$ cat src/rtl/shift_pkg.sv
// Shared constants for the serial shift-register path: bit-order codes,
// FSM state encoding and the default word width.
package shift_pkg;

   localparam logic DIR_LSB_FIRST = 1'b0;
   localparam logic DIR_MSB_FIRST = 1'b1;

   localparam logic [0:0] ST_IDLE  = 1'b0;
   localparam logic [0:0] ST_SHIFT = 1'b1;

   localparam int DEFAULT_WIDTH = 4;

endpackage : shift_pkg

$ cat src/rtl/serial_deserializer_if.sv
// Bus bundle for the serial deserializer: serial input side, parallel
// output side and status.
//
// Handshake: a serial bit transfers on a rising edge where s_valid=1 (there is
// no backpressure on the serial side). A parallel word transfers on a rising
// edge where p_valid=1 and p_ready=1; p_data is held stable while p_valid=1 and
// p_ready=0, and p_valid never drops without a transfer (except on reset).
interface serial_deserializer_if
   import shift_pkg::*;
#(
   parameter int WIDTH = DEFAULT_WIDTH,
   parameter int CNT_W = $clog2(WIDTH)
);
   logic             s_valid;
   logic             s_data;
   logic             dir;
   logic             clear;
   logic             p_ready;
   logic [WIDTH-1:0] p_data;
   logic             p_valid;
   logic             busy;
   logic [CNT_W-1:0] bit_cnt;
   logic             overflow;
   logic [0:0]       fsm_state;

   // Producer/consumer side (drives the serial stream, consumes words)
   modport master (
      output s_valid, s_data, dir, clear, p_ready,
      input  p_data, p_valid, busy, bit_cnt, overflow, fsm_state
   );

   // Deserializer side
   modport slave (
      input  s_valid, s_data, dir, clear, p_ready,
      output p_data, p_valid, busy, bit_cnt, overflow, fsm_state
   );

endinterface : serial_deserializer_if

$ cat src/rtl/serial_deserializer_out_reg.sv
// One-word holding register with valid/ready output and sticky overflow.
// A load arriving while the held word is not being consumed is dropped.
module deser_out_reg
   import shift_pkg::*;
#(
   parameter int WIDTH = DEFAULT_WIDTH
) (
   input  logic             clk,
   input  logic             rst,
   input  logic             load_valid,
   input  logic [WIDTH-1:0] load_data,
   input  logic             p_ready,
   output logic [WIDTH-1:0] p_data,
   output logic             p_valid,
   output logic             overflow
);

   logic [WIDTH-1:0] p_data_q,   p_data_d;
   logic             p_valid_q,  p_valid_d;
   logic             overflow_q, overflow_d;
   logic             slot_free;

   // The slot can take a new word if empty or emptied on this same edge
   assign slot_free = !p_valid_q || p_ready;

   // Next-state for load / consume / drop
   always_comb begin
      p_data_d   = p_data_q;
      p_valid_d  = p_valid_q;
      overflow_d = overflow_q;
      if (load_valid && slot_free) begin
         p_data_d  = load_data;
         p_valid_d = 1'b1;
      end else if (p_valid_q && p_ready) begin
         p_valid_d = 1'b0;
      end
      if (load_valid && !slot_free) begin
         overflow_d = 1'b1;
      end
   end

   // State registers, synchronous active-low reset
   always_ff @(posedge clk) begin
      if (!rst) begin
         p_data_q   <= '0;
         p_valid_q  <= 1'b0;
         overflow_q <= 1'b0;
      end else begin
         p_data_q   <= p_data_d;
         p_valid_q  <= p_valid_d;
         overflow_q <= overflow_d;
      end
   end

   assign p_data   = p_data_q;
   assign p_valid  = p_valid_q;
   assign overflow = overflow_q;

endmodule : deser_out_reg

$ cat src/rtl/serial_deserializer.sv
// Serial-to-parallel receiver: shifts qualified serial bits into a WIDTH-bit
// word in the order latched at the first bit, and hands completed words to
// a one-word output holding register.
module serial_deserializer
   import shift_pkg::*;
#(
   parameter int WIDTH = DEFAULT_WIDTH,
   parameter int CNT_W = $clog2(WIDTH)
) (
   input  logic                 clk,
   input  logic                 rst,
   serial_deserializer_if.slave bus
);

   logic [WIDTH-1:0] sr_q,      sr_d;
   logic [CNT_W-1:0] bit_cnt_q, bit_cnt_d;
   logic [0:0]       state_q,   state_d;
   logic             dir_q,     dir_d;

   logic             eff_dir;
   logic             last_bit;
   logic             complete;
   logic [WIDTH-1:0] shifted;

   // The first bit of a word uses the live dir; later bits use the latched one
   assign eff_dir  = (state_q == ST_IDLE) ? bus.dir : dir_q;
   assign last_bit = (bit_cnt_q == CNT_W'(WIDTH - 1));
   assign complete = bus.s_valid && !bus.clear && last_bit;

   // Shift register with the incoming bit inserted per bit order
   always_comb begin
      shifted = sr_q;
      if (eff_dir == DIR_MSB_FIRST) begin
         shifted = {sr_q[WIDTH-2:0], bus.s_data};
      end else begin
         shifted = {bus.s_data, sr_q[WIDTH-1:1]};
      end
   end

   // Word-assembly FSM: clear aborts, accepted bits advance, last bit wraps
   always_comb begin
      sr_d      = sr_q;
      bit_cnt_d = bit_cnt_q;
      state_d   = state_q;
      dir_d     = dir_q;
      if (bus.clear) begin
         sr_d      = '0;
         bit_cnt_d = '0;
         state_d   = ST_IDLE;
      end else if (bus.s_valid) begin
         if (state_q == ST_IDLE) begin
            dir_d = bus.dir;
         end
         if (last_bit) begin
            sr_d      = '0;
            bit_cnt_d = '0;
            state_d   = ST_IDLE;
         end else begin
            sr_d      = shifted;
            bit_cnt_d = bit_cnt_q + CNT_W'(1);
            state_d   = ST_SHIFT;
         end
      end
   end

   // State registers, synchronous active-low reset
   always_ff @(posedge clk) begin
      if (!rst) begin
         sr_q      <= '0;
         bit_cnt_q <= '0;
         state_q   <= ST_IDLE;
         dir_q     <= DIR_LSB_FIRST;
      end else begin
         sr_q      <= sr_d;
         bit_cnt_q <= bit_cnt_d;
         state_q   <= state_d;
         dir_q     <= dir_d;
      end
   end

   deser_out_reg #(
      .WIDTH (WIDTH)
   ) u_out_reg (
      .clk        (clk),
      .rst        (rst),
      .load_valid (complete),
      .load_data  (shifted),
      .p_ready    (bus.p_ready),
      .p_data     (bus.p_data),
      .p_valid    (bus.p_valid),
      .overflow   (bus.overflow)
   );

   assign bus.busy      = (bit_cnt_q != '0);
   assign bus.bit_cnt   = bit_cnt_q;
   assign bus.fsm_state = state_q;

endmodule : serial_deserializer

$ cat src/flat_wrapper.sv
// flat-port wrapper written by rule: the top's interface ports become plain ports
module serial_deserializer_flat import shift_pkg::*;
#(
   parameter int WIDTH = DEFAULT_WIDTH,
   parameter int CNT_W = $clog2(WIDTH)
)
  (clk, rst, bus_s_valid, bus_s_data, bus_dir, bus_clear, bus_p_ready, bus_p_data, bus_p_valid, bus_busy, bus_bit_cnt, bus_overflow, bus_fsm_state);
  serial_deserializer_if #(.WIDTH(WIDTH), .CNT_W(CNT_W)) bus_i ();
  input  logic clk;
  input  logic rst;
  input wire logic [$bits(bus_i.s_valid)-1:0] bus_s_valid;
  input wire logic [$bits(bus_i.s_data)-1:0] bus_s_data;
  input wire logic [$bits(bus_i.dir)-1:0] bus_dir;
  input wire logic [$bits(bus_i.clear)-1:0] bus_clear;
  input wire logic [$bits(bus_i.p_ready)-1:0] bus_p_ready;
  output wire logic [$bits(bus_i.p_data)-1:0] bus_p_data;
  output wire logic [$bits(bus_i.p_valid)-1:0] bus_p_valid;
  output wire logic [$bits(bus_i.busy)-1:0] bus_busy;
  output wire logic [$bits(bus_i.bit_cnt)-1:0] bus_bit_cnt;
  output wire logic [$bits(bus_i.overflow)-1:0] bus_overflow;
  output wire logic [$bits(bus_i.fsm_state)-1:0] bus_fsm_state;
  assign bus_i.s_valid = bus_s_valid;
  assign bus_i.s_data = bus_s_data;
  assign bus_i.dir = bus_dir;
  assign bus_i.clear = bus_clear;
  assign bus_i.p_ready = bus_p_ready;
  assign bus_p_data = bus_i.p_data;
  assign bus_p_valid = bus_i.p_valid;
  assign bus_busy = bus_i.busy;
  assign bus_bit_cnt = bus_i.bit_cnt;
  assign bus_overflow = bus_i.overflow;
  assign bus_fsm_state = bus_i.fsm_state;
  serial_deserializer #(.WIDTH(WIDTH), .CNT_W(CNT_W)) u_core (.clk(clk), .rst(rst), .bus(bus_i));
endmodule
$ cat config.mk
export PLATFORM = sky130hd
export DESIGN_NAME = serial_deserializer_flat
export DESIGN_NICKNAME = d
export VERILOG_FILES = /design/src/rtl/shift_pkg.sv /design/src/rtl/serial_deserializer_if.sv /design/src/rtl/serial_deserializer_out_reg.sv /design/src/rtl/serial_deserializer.sv /design/src/flat_wrapper.sv
export SDC_FILE = /design/constraint.sdc
export NUM_CORES = 1
export LEC_CHECK = 0
export CAP_MARGIN = 20
export CORE_AREA = 2 2 40 45
export CTS_BUF_LIST = sky130_fd_sc_hd__clkbuf_16
export DETAILED_ROUTE_END_ITERATION = 16
export DIE_AREA = 0 0 42 47
export PLACE_DENSITY = 0.73
export SLEW_MARGIN = 10
export SYNTH_ARGS = -nofsm -noshare
export SYNTH_HDL_FRONTEND = slang
export SYNTH_SLANG_ARGS = --single-unit
$ cat constraint.sdc
create_clock -name clk -period 1.41 [get_ports clk]
set_input_delay 0.423 -clock clk [delete_from_list [all_inputs] [get_ports clk]]
set_output_delay 0.423 -clock clk [all_outputs]
set_load 0.005 [all_outputs]
---- Yosys cells after proc, flatten, opt, wreduce, memory -nomap -nowiden ----
Index checks and enable logic that the tools add are counted.
storage, ports and cells
  output and inout port bits .............. 10
  logic and storage cells ................. 31
  bits in registers ....................... 14
  input port bits ......................... 7
operators by class
  bitwise logic cells ..................... 2
  equality and inequality tests ........... 1
  $add $sub $neg .......................... 1
  multiplexer cells ....................... 7
  reductions and logical operators ........ 13
operators by type and width
  operator                                      number
  2-to-1 mux 4 bit                              2
  logical AND 1 bit                             5
  2-to-1 mux 1 bit                              4
  nonzero test 2 bit                            2
  zero test 1 bit                               3
  adder 2 x 1 -> 2 bit (second input constant)  1
  equality test 2 bit (second input constant)   1
  2-to-1 mux 2 bit                              1
  NOT 1 bit                                     2
  AND reduction 2 bit                           1
  OR reduction 2 bit                            1
  logical OR 1 bit                              1

---- Depth between registers and ports, before layout ----
Gate-level depths: netlist of the first run.
  depth in word-level cells ............... 5
  depth in mapped cells ................... 4
  gate-level depth less buffers ........... 4

---- Cells and area by module ----
Synthesis of the first run repeated with hierarchy kept, for this count alone.
second synthesis, totals
  cells, all modules ...................... 79
  area, all modules ....................... 721.9 um2
by module, submodules not included
  module               cells an instance  area each (um2)  instances  seq. area each (um2)
  serial_deserializer  54                 474.2            1          160.2
  deser_out_reg        25                 247.7            1          120.1

---- Least setup slack after synthesis of the first run ----
Ideal clock, no wire load.
  kind .................................... reg-to-reg
  start point ............................. register u_core.bit_cnt_q[0] (netlist: u_core.bus.bit_cnt[0])
  end point ............................... register u_core.u_out_reg.p_data_q[0] (netlist: u_core.u_out_reg.p_data[0])
  data required time ...................... 1.319 ns
  path slack .............................. 0.177 ns
  cell stages (with the launch flop) ...... 5
  path buffers ............................ 0
  library setup time ...................... 0.091 ns
  clock period less this slack ............ 1.233 ns
  data arrival time ....................... 1.142 ns
  path through ............................ dfxtp_1 ha_1 and3b_1 and2_1 a311oi_1
between the ends
  word-level cells in the longest chain between the ends .. 3
ends and longest elaborated chain
  element                 line                               text
  from (decl)             serial_deserializer.sv:16          logic [CNT_W-1:0] bit_cnt_q, bit_cnt_d;
  from (signal assigned)  serial_deserializer.sv:75          bit_cnt_q <= bit_cnt_d;
  equality test 2 bit     serial_deserializer.sv:27          assign last_bit = (bit_cnt_q == CNT_W'(WIDTH - 1));
  logical AND 1 bit       serial_deserializer.sv:28          assign complete = bus.s_valid && !bus.clear && last_bit;
  logical AND 1 bit       serial_deserializer_out_reg.sv:31  if (load_valid && slot_free) begin
  to (signal assigned)    serial_deserializer_out_reg.sv:49  p_data_q <= p_data_d;
  to (decl)               serial_deserializer_out_reg.sv:18  logic [WIDTH-1:0] p_data_q, p_data_d;
No other way between the ends.
A chain may end at the register's enable or synchronous reset.

---- Worst setup path after layout of the first run ----
  start point ............................. register u_core.bit_cnt_q[0] (netlist: u_core.bus.bit_cnt[0])
  end point ............................... output bus_bit_cnt[0]
RTL lines
  element    line                text
  to (decl)  flat_wrapper.sv:19  output wire logic [$bits(bus_i.bit_cnt)-1:0] bus_bit_cnt;
No word-level cell between the ends.

==> run_results.csv, run 1 <==
group,metric,value,unit
layout,fin_nets,120,
power,combPwrFrac,10.4,%
layout,drive_above_1_share,31.19,%
critical_path,r2r_end,"u_core.sr_q[0]",
job,cap_violations,0,
critical_path,critPathLaunch,"u_core.bus.bit_cnt[0]",
layout,syn_to_final_growth,63.72,%
power,seqPwrFrac,38.8,%
drt,wl,1779,µm
critical_path,cp-start-kind,"flop",
clocking,clock-sinks,14,
die,initial_core_util,43.79,%
sta,rsz0062_at_grt,"yes",
sta,layout_setup_ws,48.62,ps
sta,finalHoldViolCount,0,
layout,seqCellArea,284.0,µm²
power,p_int,837.6,µW
sta,fin_crit_sh,96.55,%
placement,place_ws,-370.7,ps
die,die_h,47,µm
critical_path,crit_fanout,3,
die,core_area,0.001520,mm²
layout,n_antenna_cell,0,
drt,num_vias,728,
yosys,syn_avg_cell_area,8.875,µm²
placement,gp_congestion,0.8254,
drt,dr.first_iter.drc_count,31,
yosys,ys_seq_elements,14,
critical_path,end_kind,"output pin",
critical_path,cp.required,990,ps
power,power.share.clock,50.8,%
yosys,netlist_instances,75,
drt,ant_nets,0,
yosys,yosysSeqAreaShare,42.11,%
power,ir_worst_vdd,658.2,µV
power,finalPower,1064,µW
layout,n_fill_cell,110,
die,ioPinCount,17,
drt,dr.pass1.iters,6,
critical_path,r2r_start,"u_core.bus.bit_cnt[0]",
yosys,syn_area,665.6,µm²
layout,final_common_cell,"buf_4",
clocking,clk-insertion-delay-late,240,ps
global_route,grt_usage,18.67,%
critical_path,arrival,940,ps
sta,finalSetupViolations,0,
drt,drc,0,
die,dieArea,0.001974,mm²
clocking,cts_tree,"yes",
power,p_sw,226.8,µW
layout,final_cell_mix,"12 x buf_4, 11 x dlygate4sd2_1, 11 x dfxtp_1, 8 x nand2_1, 7 x nand2b_1",
sta,tightestPinTransition,294.9,ps
critical_path,worstRegToRegCells,5,
drt,wl_per_cell,14.12,µm
sta,fin_setup_tns,0,ps
critical_path,worstPathCellList,"buf_6, dlygate4sd2_1",
clocking,cts_buffers,3,
sta,fmax,734.5,MHz
worst_hold_path,hp-start,"u_core.u_out_reg.overflow",
placement,numPortBuffers,16,
global_route,grt_overflow,0,
layout,multiInputGateArea,434.2,µm²
clocking,clk_pin_slew_worst_paths,50,ps
power,leakage,0.0004619,µW
yosys,ys.warnings.count,0,
sta,skew,0.7001,ps
critical_path,critical_path_buf_inv_count,2,
die,die_w,42,µm
worst_hold_path,hp-class,"flop to flop",
global_route,grt_pass1_wl,2622,µm
power,swShare,21.31,%
critical_path,worstSetupPathType,"flop to output pin",
worst_hold_path,hold_path_depth,1,
global_route,grt_pass1_vias,619,
clocking,clockBufferDepth,2,
die,rows,15,
clocking,clockRootBuffer,"clkbuf_16",
status,status,"finished clean",
critical_path,rrSetupSlack,50,ps
power,power_density,976.7,mW/mm²
global_route,grt_antenna_before_repair,0,
worst_hold_path,holdPathEnd,"u_core.u_out_reg.overflow",
yosys,ys_types,22,
clocking,htree_levels,1,
sta,period_minus_slack,1361,ps
sta,slew_violations,0,
critical_path,cp_top_family,"buffers and inverters",
drt,viasPerCell,5.778,
sta,max-slew-margin-rel,79.95,%
clocking,ctsHoldBuffers,0,
critical_path,worst_path_largest_cell_delay,320,ps
yosys,syn_nets,85,
global_route,grt_max_degree,9,
placement,hpwl,1104,µm
critical_path,cpMaxStageDelayCell,"dfxtp_2",
-- kinds of logic after synthesis --
kind of cell    synth area share (%)
simple gates                   26.69
mux                            6.954
compound gates                 15.79
flops                          42.11
buf+inv                        2.818
fa+ha+maj                      5.640
-- per-layer routing --
layer  up-vias  GRT usage [%]  wire length [µm]
li1        340              -                 -
met4         0          16.13                74
met3        13          3.846               145
met2        44          33.44               910
met5         -              0                 0
met1       331          19.30               648
-- cells in the mapped netlist --
master	number	share of area, %
nor2b_1	2	1.9
dfxtp_1	14	42
nand4b_1	1	1.3
a31oi_1	4	3.8
nand2_1	8	4.5
mux2i_2	1	2.1
nand2b_1	8	7.5
ha_1	3	5.6
o21a_1	1	1.1
nand3b_1	1	1.1
clkbuf_1	1	0.56
a21oi_1	6	4.5
nor2_1	4	2.3
mux2i_1	1	1.5
a211oi_1	1	1.1
and2_1	1	0.94
and3b_1	1	1.3
mux2_2	2	3.4
nand3_1	6	4.5
or3b_1	1	1.3
inv_1	4	2.3
a311oi_1	4	5.3
-- through the flow --
stage                     util [%]  std cells  area (µm²)  hold slack, ps
after floorplan                  -         75       665.6           462.9
after global placement       61.89        120       940.9           450.7
after detailed placement     61.89        120       940.9           455.7
after CTS                    68.07        126        1035           461.4
after global routing         71.69        126        1090           480.6
final                        71.69        126        1090           455.7
-- worst reg2reg max path, delay by kind of cell (launching register included) --
family                     cells  cell delay (ps)
AOI/OAI and AO/OA              1              180
adders and majority gates      1              150
buffers and inverters          1              120
DFF                            1              320
and+or+nand+nor                2              510
-- cell type report --
cell class / instances / share of cell area, %
Timing Repair Buffer: 30 / 23.54
Tap cell: 17 / 1.952
Clock buffer: 3 / 6.889
Multi-Input combinational cell: 57 / 39.84
Inverter: 4 / 1.378
Clock inverter: 1 / 0.3444
Sequential cell: 14 / 26.06
-- state kept, by name, indices dropped and copies added, names as in the netlist --
name and flops:
u_core.bus.bit_cnt 2, u_core.bus.fsm_state 1, u_core.dir_q 1, u_core.sr_q 4, u_core.u_out_reg.overflow 1, u_core.u_out_reg.p_data 4, u_core.u_out_reg.p_valid 1
-- power by group through the flow --
stage	logic (µW)	registers (µW)	clock network, µW
3_5_place_dp	102	416	0
4_1_cts	103	412	542
6_report	110	413	541
5_1_grt	118	414	556
3_3_place_gp	100	416	0
2_1_floorplan	42.9	417	0
-- what timing repair did --
item                                    in CTS  in global routing
cloned                                       1                  0
setup buffers                                1                  0
endpoints found under the setup margin      18                  7
gates resized for setup                     20                 13
endpoints found under the hold margin        0                  0
pin swaps                                    2                  4
-- worst max path at each step --
stage	endpoint	slack [ps]	depth (start not counted)
floorplan	u_core.u_out_reg.p_data[0]	180	4
finish	bus_bit_cnt[0]	50	2
global placement	u_core.u_out_reg.p_data[2]	-340	4
CTS	u_core.sr_q[0]	3	5
global route	u_core.sr_q[0]	-30	5
detailed placement	u_core.u_out_reg.p_data[2]	-370	4
No activity file was read; power rests on OpenSTA's default activity.
==> run 2: changes to the inputs <==
--- a/config.mk
+++ b/config.mk
@@ -11,6 +11,7 @@
 export DETAILED_ROUTE_END_ITERATION = 16
 export DIE_AREA = 0 0 42 47
 export PLACE_DENSITY = 0.73
+export RECOVER_POWER = 50
 export SLEW_MARGIN = 10
 export SYNTH_ARGS = -nofsm -noshare
 export SYNTH_HDL_FRONTEND = slang
==> constraint.sdc (replaced) <==
create_clock -name clk -period 1.41 [get_ports clk]
set_input_delay 0.423 -clock clk [delete_from_list [all_inputs] [get_ports clk]]
set_output_delay 0.423 -clock clk [all_outputs]
set_load 0.05 [all_outputs]
==> run 2 against run 1 <==
Flip-flop and latch count unchanged. Clock-buffer cell count unchanged. Critical path depth increased by 2. Fmax decreased by 3.3%. Sequential power about the same. Combinational power increased by 23%. Critical path type unchanged. Largest power group unchanged. Highest routed layer unchanged.
==> run_results.csv, run 2 (synthesized netlist as in run 1, its figures left out) <==
group,metric,value,unit
clocking,clock-sinks,14,
layout,n_fill_cell,112,
layout,final_common_cell,"dfxtp_1",
job,cap_violations,0,
placement,place_area,0.001007,mm²
power,swShare,21.86,%
layout,fin_nets,116,
placement,hpwl,1187,µm
critical_path,worstSetupPathType,"flop to output pin",
sta,fmax,710.5,MHz
layout,final_area,0.001052,mm²
critical_path,cp.required,990,ps
critical_path,cp-start-kind,"flop",
drt,drc,0,
die,initial_core_util,43.79,%
sta,max-slew-margin-rel,78.55,%
global_route,grt_antenna_before_repair,0,
power,finalPower,1073,µW
status,status,"finished clean",
critical_path,worstPathCellList,"inv_4, ha_4, inv_4, buf_12",
clocking,cts_buffers,3,
sta,finalHoldViolCount,0,
die,core_area,0.001520,mm²
critical_path,end_kind,"output pin",
die,rows,15,
die,dieArea,0.001974,mm²
sta,skew,1.086,ps
sta,rsz0062_at_grt,"yes",
clocking,clk-insertion-delay-late,240,ps
layout,fin_util,69.22,%
clocking,clk_pin_slew_worst_paths,40,ps
layout,layout.cells.non_filler,121,
critical_path,worst_path_largest_cell_delay,370,ps
layout,final_cell_mix,"11 x dfxtp_1, 9 x buf_4, 8 x nand2_1, 7 x nand2b_1, 7 x clkbuf_2",
drt,dr.pass1.iters,4,
layout,syn_to_final_growth,58.08,%
critical_path,arrival,980,ps
power,leakage,0.0004162,µW
drt,wl_per_cell,15.24,µm
power,power.share.clock,49.2,%
drt,viasPerCell,5.694,
power,power_density,1020,mW/mm²
placement,placed_cells,115,
layout,drive_above_1_share,36.54,%
die,die_w,42,µm
sta,slew_violations,0,
sta,fin_crit_sh,99.83,%
drt,dr.first_iter.drc_count,26,
die,die_h,47,µm
power,seqPwrFrac,38.3,%
placement,gp_congestion,0.8165,
global_route,grt_max_degree,11,
sta,finalSetupViolations,0,
die,ioPinCount,17,
clocking,cts_tree,"yes",
global_route,grt_overflow,0,
layout,n_antenna_cell,0,
worst_hold_path,hp-class,"flop to flop",
power,p_int,838.8,µW
sta,fin_setup_tns,0,ps
global_route,grt_usage,21.11,%
clocking,clockRootBuffer,"clkbuf_16",
critical_path,cpMostUsedCell,"inv_4",
clocking,ctsHoldBuffers,0,
drt,num_vias,689,
global_route,grt_pass1_vias,643,
drt,wl,1844,µm
clocking,htree_levels,1,
placement,numPortBuffers,16,
clocking,clockBufferDepth,2,
drt,ant_nets,0,
power,ir_worst_vdd,785.6,µV
sta,tightestPinTransition,315.1,ps
global_route,grt_pass1_wl,2980,µm
sta,period_minus_slack,1408,ps
critical_path,crit_fanout,4,
power,combPwrFrac,12.6,%
critical_path,cpMaxStageDelayCell,"dfxtp_4",
power,p_sw,234.7,µW
-- run 2: cell count changes in the layout (fill, tap and decap cells not counted), moves of 3 or more --
cell,before,now
buf_12,0,4
buf_4,12,9
clkbuf_2,0,7
dlygate4sd2_1,11,3
-- run 2: final cells by class --
type	count	area [µm²]	share of cell area (%)
sequential	14	289.0	27.47
timing repair buffer	27	246.5	23.42
clock buffer	3	75.07	7.134
multi-input combinational	56	400.4	38.05
tap	17	21.27	2.021
inverter	4	20.02	1.902
-- run 2: per-stage QoR --
step	setup WS, ps	hold WS, ps
after floorplan	-111.1	462.9
final	2.454	466.5
after detailed placement	-342.3	498.1
after global routing	-25.03	483.3
after global placement	-280.2	493.1
after CTS	-28.96	519.8
-- run 2: what timing repair did --
item,4_1_cts,5_1_grt
endpoints found under the hold margin,0,0
endpoints found under the setup margin,10,3
pin swaps,4,0
gates resized for setup,14,3
setup buffers,2,1
-- run 2: power groups by stage --
| stage | Sequential (µW) | Combinational, µW | Clock [µW] |
|---|---|---|---|
| after floorplan | 428 | 48.5 | 0 |
| after global placement | 418 | 121 | 0 |
| after detailed placement | 419 | 124 | 0 |
| after CTS | 410 | 132 | 533 |
| after global routing | 411 | 143 | 549 |
| final | 411 | 135 | 528 |
-- run 2: layer usage --
metal  up-vias  global-route usage, %  share of wire [%]
met3         7                  5.385                5.1
met5         -                      0                  0
met1       322                  21.96                 41
li1        327                      -                  -
met2        33                  39.06                 51
met4         0                  13.55                3.1
-- run 2: critical path, delay by kind of cell, from the launching register on --
kind	cells	cell delay (ps)
flip-flops	1	370
buffers and inverters	3	220
adder cells (fa/ha/maj)	1	150
-- run 2: worst paths after layout --
kind / cells past startpoint / endpoint / startpoint / slack [ps]
setup reg to reg: 4 / u_core.u_out_reg.p_data[0] / u_core.bus.bit_cnt[0] / 60
setup / recovery: 4 / bus_busy / u_core.bus.bit_cnt[0] / 2
hold / removal: 1 / u_core.u_out_reg.overflow / u_core.u_out_reg.overflow / 470
hold reg to reg: 1 / u_core.u_out_reg.overflow / u_core.u_out_reg.overflow / 470
==> run 3: changes to the inputs <==
--- a/config.mk
+++ b/config.mk
@@ -5,14 +5,14 @@
 export SDC_FILE = /design/constraint.sdc
 export NUM_CORES = 1
 export LEC_CHECK = 0
+export ABC_AREA = 1
 export CAP_MARGIN = 20
-export CORE_AREA = 2 2 40 45
+export CORE_AREA = 2 2 40 46
 export CTS_BUF_LIST = sky130_fd_sc_hd__clkbuf_16
 export DETAILED_ROUTE_END_ITERATION = 16
-export DIE_AREA = 0 0 42 47
+export DIE_AREA = 0 0 42 48
 export PLACE_DENSITY = 0.73
 export RECOVER_POWER = 50
-export SLEW_MARGIN = 10
 export SYNTH_ARGS = -nofsm -noshare
 export SYNTH_HDL_FRONTEND = slang
 export SYNTH_SLANG_ARGS = --single-unit
==> constraint.sdc (replaced) <==
create_clock -name clk -period 1.5 [get_ports clk]
set_input_delay 0.45 -clock clk [delete_from_list [all_inputs] [get_ports clk]]
set_output_delay 0.45 -clock clk [all_outputs]
set_load 0.05 [all_outputs]
==> run 3 against run 2 <==
Die area rose by 2.1%. Clock skew fell by 0.66 ps. Highest routed layer unchanged. Synthesized cell count rose by 32%. Critical path type unchanged. Core utilization fell by 0.82 points. Wire length fell by 14%.
==> run_results.csv, run 3 <==
group,metric,value,unit
power,p_sw,244.8,µW
drt,drc,0,
critical_path,cp.required,1050,ps
layout,layout.cells.non_filler,144,
yosys,synth_most_common_cell,"inv_1",
global_route,grt_pass1_wl,2642,µm
yosys,synth_edf_count,0,
yosys,async_flop_share,0,%
yosys,ys_seq_elements,14,
sta,fin_crit_sh,98.46,%
yosys,ys_types,13,
yosys,ys.warnings.count,0,
die,die_w,42,µm
drt,viasPerCell,4.861,
critical_path,end_kind,"output pin",
critical_path,arrival,1030,ps
sta,finalSetupViolations,0,
critical_path,worstSetupPathType,"flop to output pin",
clocking,clockBufferDepth,2,
yosys,yosysSeqAreaShare,40.95,%
die,initial_core_util,45.02,%
clocking,cts_tree,"yes",
sta,slew_violations,0,
clocking,clk-insertion-delay-late,250,ps
drt,num_vias,700,
clocking,clockRootBuffer,"clkbuf_16",
clocking,clk_pin_slew_worst_paths,40,ps
sta,skew,0.4259,ps
placement,hpwl,1168,µm
worst_hold_path,holdPathEnd,"u_core.sr_q[3]",
drt,wl,1582,µm
power,leakage,0.0004749,µW
drt,dr.first_iter.drc_count,8,
sta,max-slew-margin-rel,81.39,%
placement,place_ws,-56.69,ps
critical_path,worstRegToRegCells,7,
layout,final_area,0.001040,mm²
layout,n_fill_cell,129,
layout,drive_above_1_share,25.98,%
global_route,grt_usage,18.73,%
layout,final_common_cell,"inv_1",
sta,rsz0062_at_grt,"yes",
critical_path,r2r_start,"u_core.bus.bit_cnt[0]",
critical_path,crit_fanout,4,
yosys,syn_avg_cell_area,6.913,µm²
yosys,yosys-top-cells-count,"20 x inv_1, 16 x nand2_1, 15 x a21oi_1, 14 x dfxtp_1, 12 x nand3_1",
sta,tightestPinTransition,280.4,ps
global_route,grt_max_degree,10,
clocking,clock-sinks,14,
job,cap_violations,0,
global_route,grt_antenna_before_repair,0,
power,power_density,1006,mW/mm²
yosys,synth_area_leaders,"dfxtp_1 41%, a21oi_1 11%, inv_1 11%",
power,p_int,801.2,µW
sta,layout_setup_ws,23.14,ps
layout,n_antenna_cell,0,
global_route,grt_overflow,0,
layout,syn_to_final_growth,51.92,%
placement,numPortBuffers,16,
clocking,htree_levels,1,
placement,place_area,0.001010,mm²
critical_path,rrSetupSlack,130,ps
sta,fmax,677.1,MHz
clocking,cts_buffers,3,
die,ioPinCount,17,
layout,final_cell_mix,"18 x inv_1, 16 x nand2_1, 15 x a21oi_1, 12 x nand3_1, 12 x dfxtp_1",
die,die_h,48,µm
yosys,yosysTopAreaCell,"dfxtp_1",
drt,dr.pass1.iters,4,
sta,hold_ws,464.9,ps
drt,wl_per_cell,10.99,µm
yosys,netlist_instances,99,
yosys,syn_area,684.4,µm²
sta,period_minus_slack,1477,ps
yosys,syn_nets,109,
power,seqPwrFrac,37.1,%
placement,gp_congestion,0.7898,
die,rows,15,
global_route,grt_pass1_vias,650,
status,status,"finished clean",
power,power.share.clock,48.6,%
die,core_area,0.001520,mm²
die,dieArea,0.002016,mm²
critical_path,r2r_end,"u_core.u_out_reg.p_data[0]",
placement,placed_cells,137,
worst_hold_path,hp-class,"flop to flop",
layout,fin_nets,138,
clocking,ctsHoldBuffers,0,
yosys,ys.flop_type,"dfxtp_1",
critical_path,cp-start-kind,"flop",
power,combPwrFrac,14.3,%
sta,finalHoldViolCount,0,
drt,ant_nets,0,
worst_hold_path,hp-start,"u_core.sr_q[3]",
power,swShare,23.40,%
worst_hold_path,hold_path_depth,2,
yosys,yosysTopAreaCellShare,40.95,%
power,ir_worst_vdd,799.4,µV
[run 3: cell types whose count changed after synthesis, sizes merged, moves of 6 or more]
| cell | before | now |
|---|---|---|
| inv | 4 | 23 |
| nand2 | 8 | 19 |
| a21oi | 6 | 15 |
| nand2b | 8 | 0 |
| nor2 | 4 | 11 |
| nand3 | 6 | 12 |
[run 3: worst max-delay path by stage]
stage,startpoint,end,depth (start not counted)
after CTS,u_core.bus.bit_cnt[1],bus_busy,4
after global placement,bus_s_valid,u_core.u_out_reg.p_data[2],6
after floorplan,u_core.bus.bit_cnt[0],bus_busy,3
after detailed placement,bus_s_valid,u_core.u_out_reg.p_data[2],6
final,u_core.bus.bit_cnt[1],bus_busy,4
after global routing,u_core.bus.bit_cnt[1],bus_busy,4
[run 3: power groups by stage]
stage	Combinational, µW	Clock [µW]	Sequential (µW)
2_1_floorplan	60.2	0	409
4_1_cts	151	516	389
6_report	150	508	388
3_5_place_dp	140	0	398
5_1_grt	164	535	389
3_3_place_gp	138	0	398
[run 3: worst max-delay path, cell delays in order, from the launching register on]
cell and delay [ps]:
dfxtp_4 360, inv_4 60, ha_4 130, clkinvlp_4 80, buf_12 150
[run 3: stage by stage]
stage	util [%]	setup TNS, ps	power (µW)
2_1_floorplan	-	0	468.9
6_report	68.40	0	1046
4_1_cts	74.07	0	1056
3_5_place_dp	66.42	-250.3	537.9
5_1_grt	68.40	-11.69	1088
3_3_place_gp	66.42	-49.63	535.7
[run 3: what timing repair did]
action                     in CTS  in global routing
setup buffers                   2                  1
pin swaps                       0                  0
resized for setup               8                  0
setup endpoints to repair       1                  1
[run 3: final cells by class]
cell class                 count  area, µm²  area share (%)
multi-input combinational     62      330.3           31.77
sequential                    14      287.8           27.68
timing repair buffer          24      226.5           21.78
inverter                      23      95.09           9.146
clock buffer                   3      75.07           7.220
tap                           17      21.27           2.046
clock inverter                 1      3.754          0.3610
[run 3: routing by layer]
| layer | routed length, µm | GRT usage (%) |
|---|---|---|
| met1 | 657 | 17.85 |
| met2 | 821 | 36.25 |
| met3 | 56 | 4.906 |
| met4 | 48 | 13.55 |
| met5 | 0 | 0 |
[run 3: kinds of logic (layout without fill, tap and decap cells)]
kind of cell / Yosys count / in the layout / synth area share (%)
and+or+nand+nor: 42 / 42 / 28.52
AOI/OAI and AO/OA: 17 / 17 / 12.43
DFF: 14 / 14 / 40.95
adders and majority gates: 3 / 3 / 5.485
buffers and inverters: 23 / 51 / 12.61
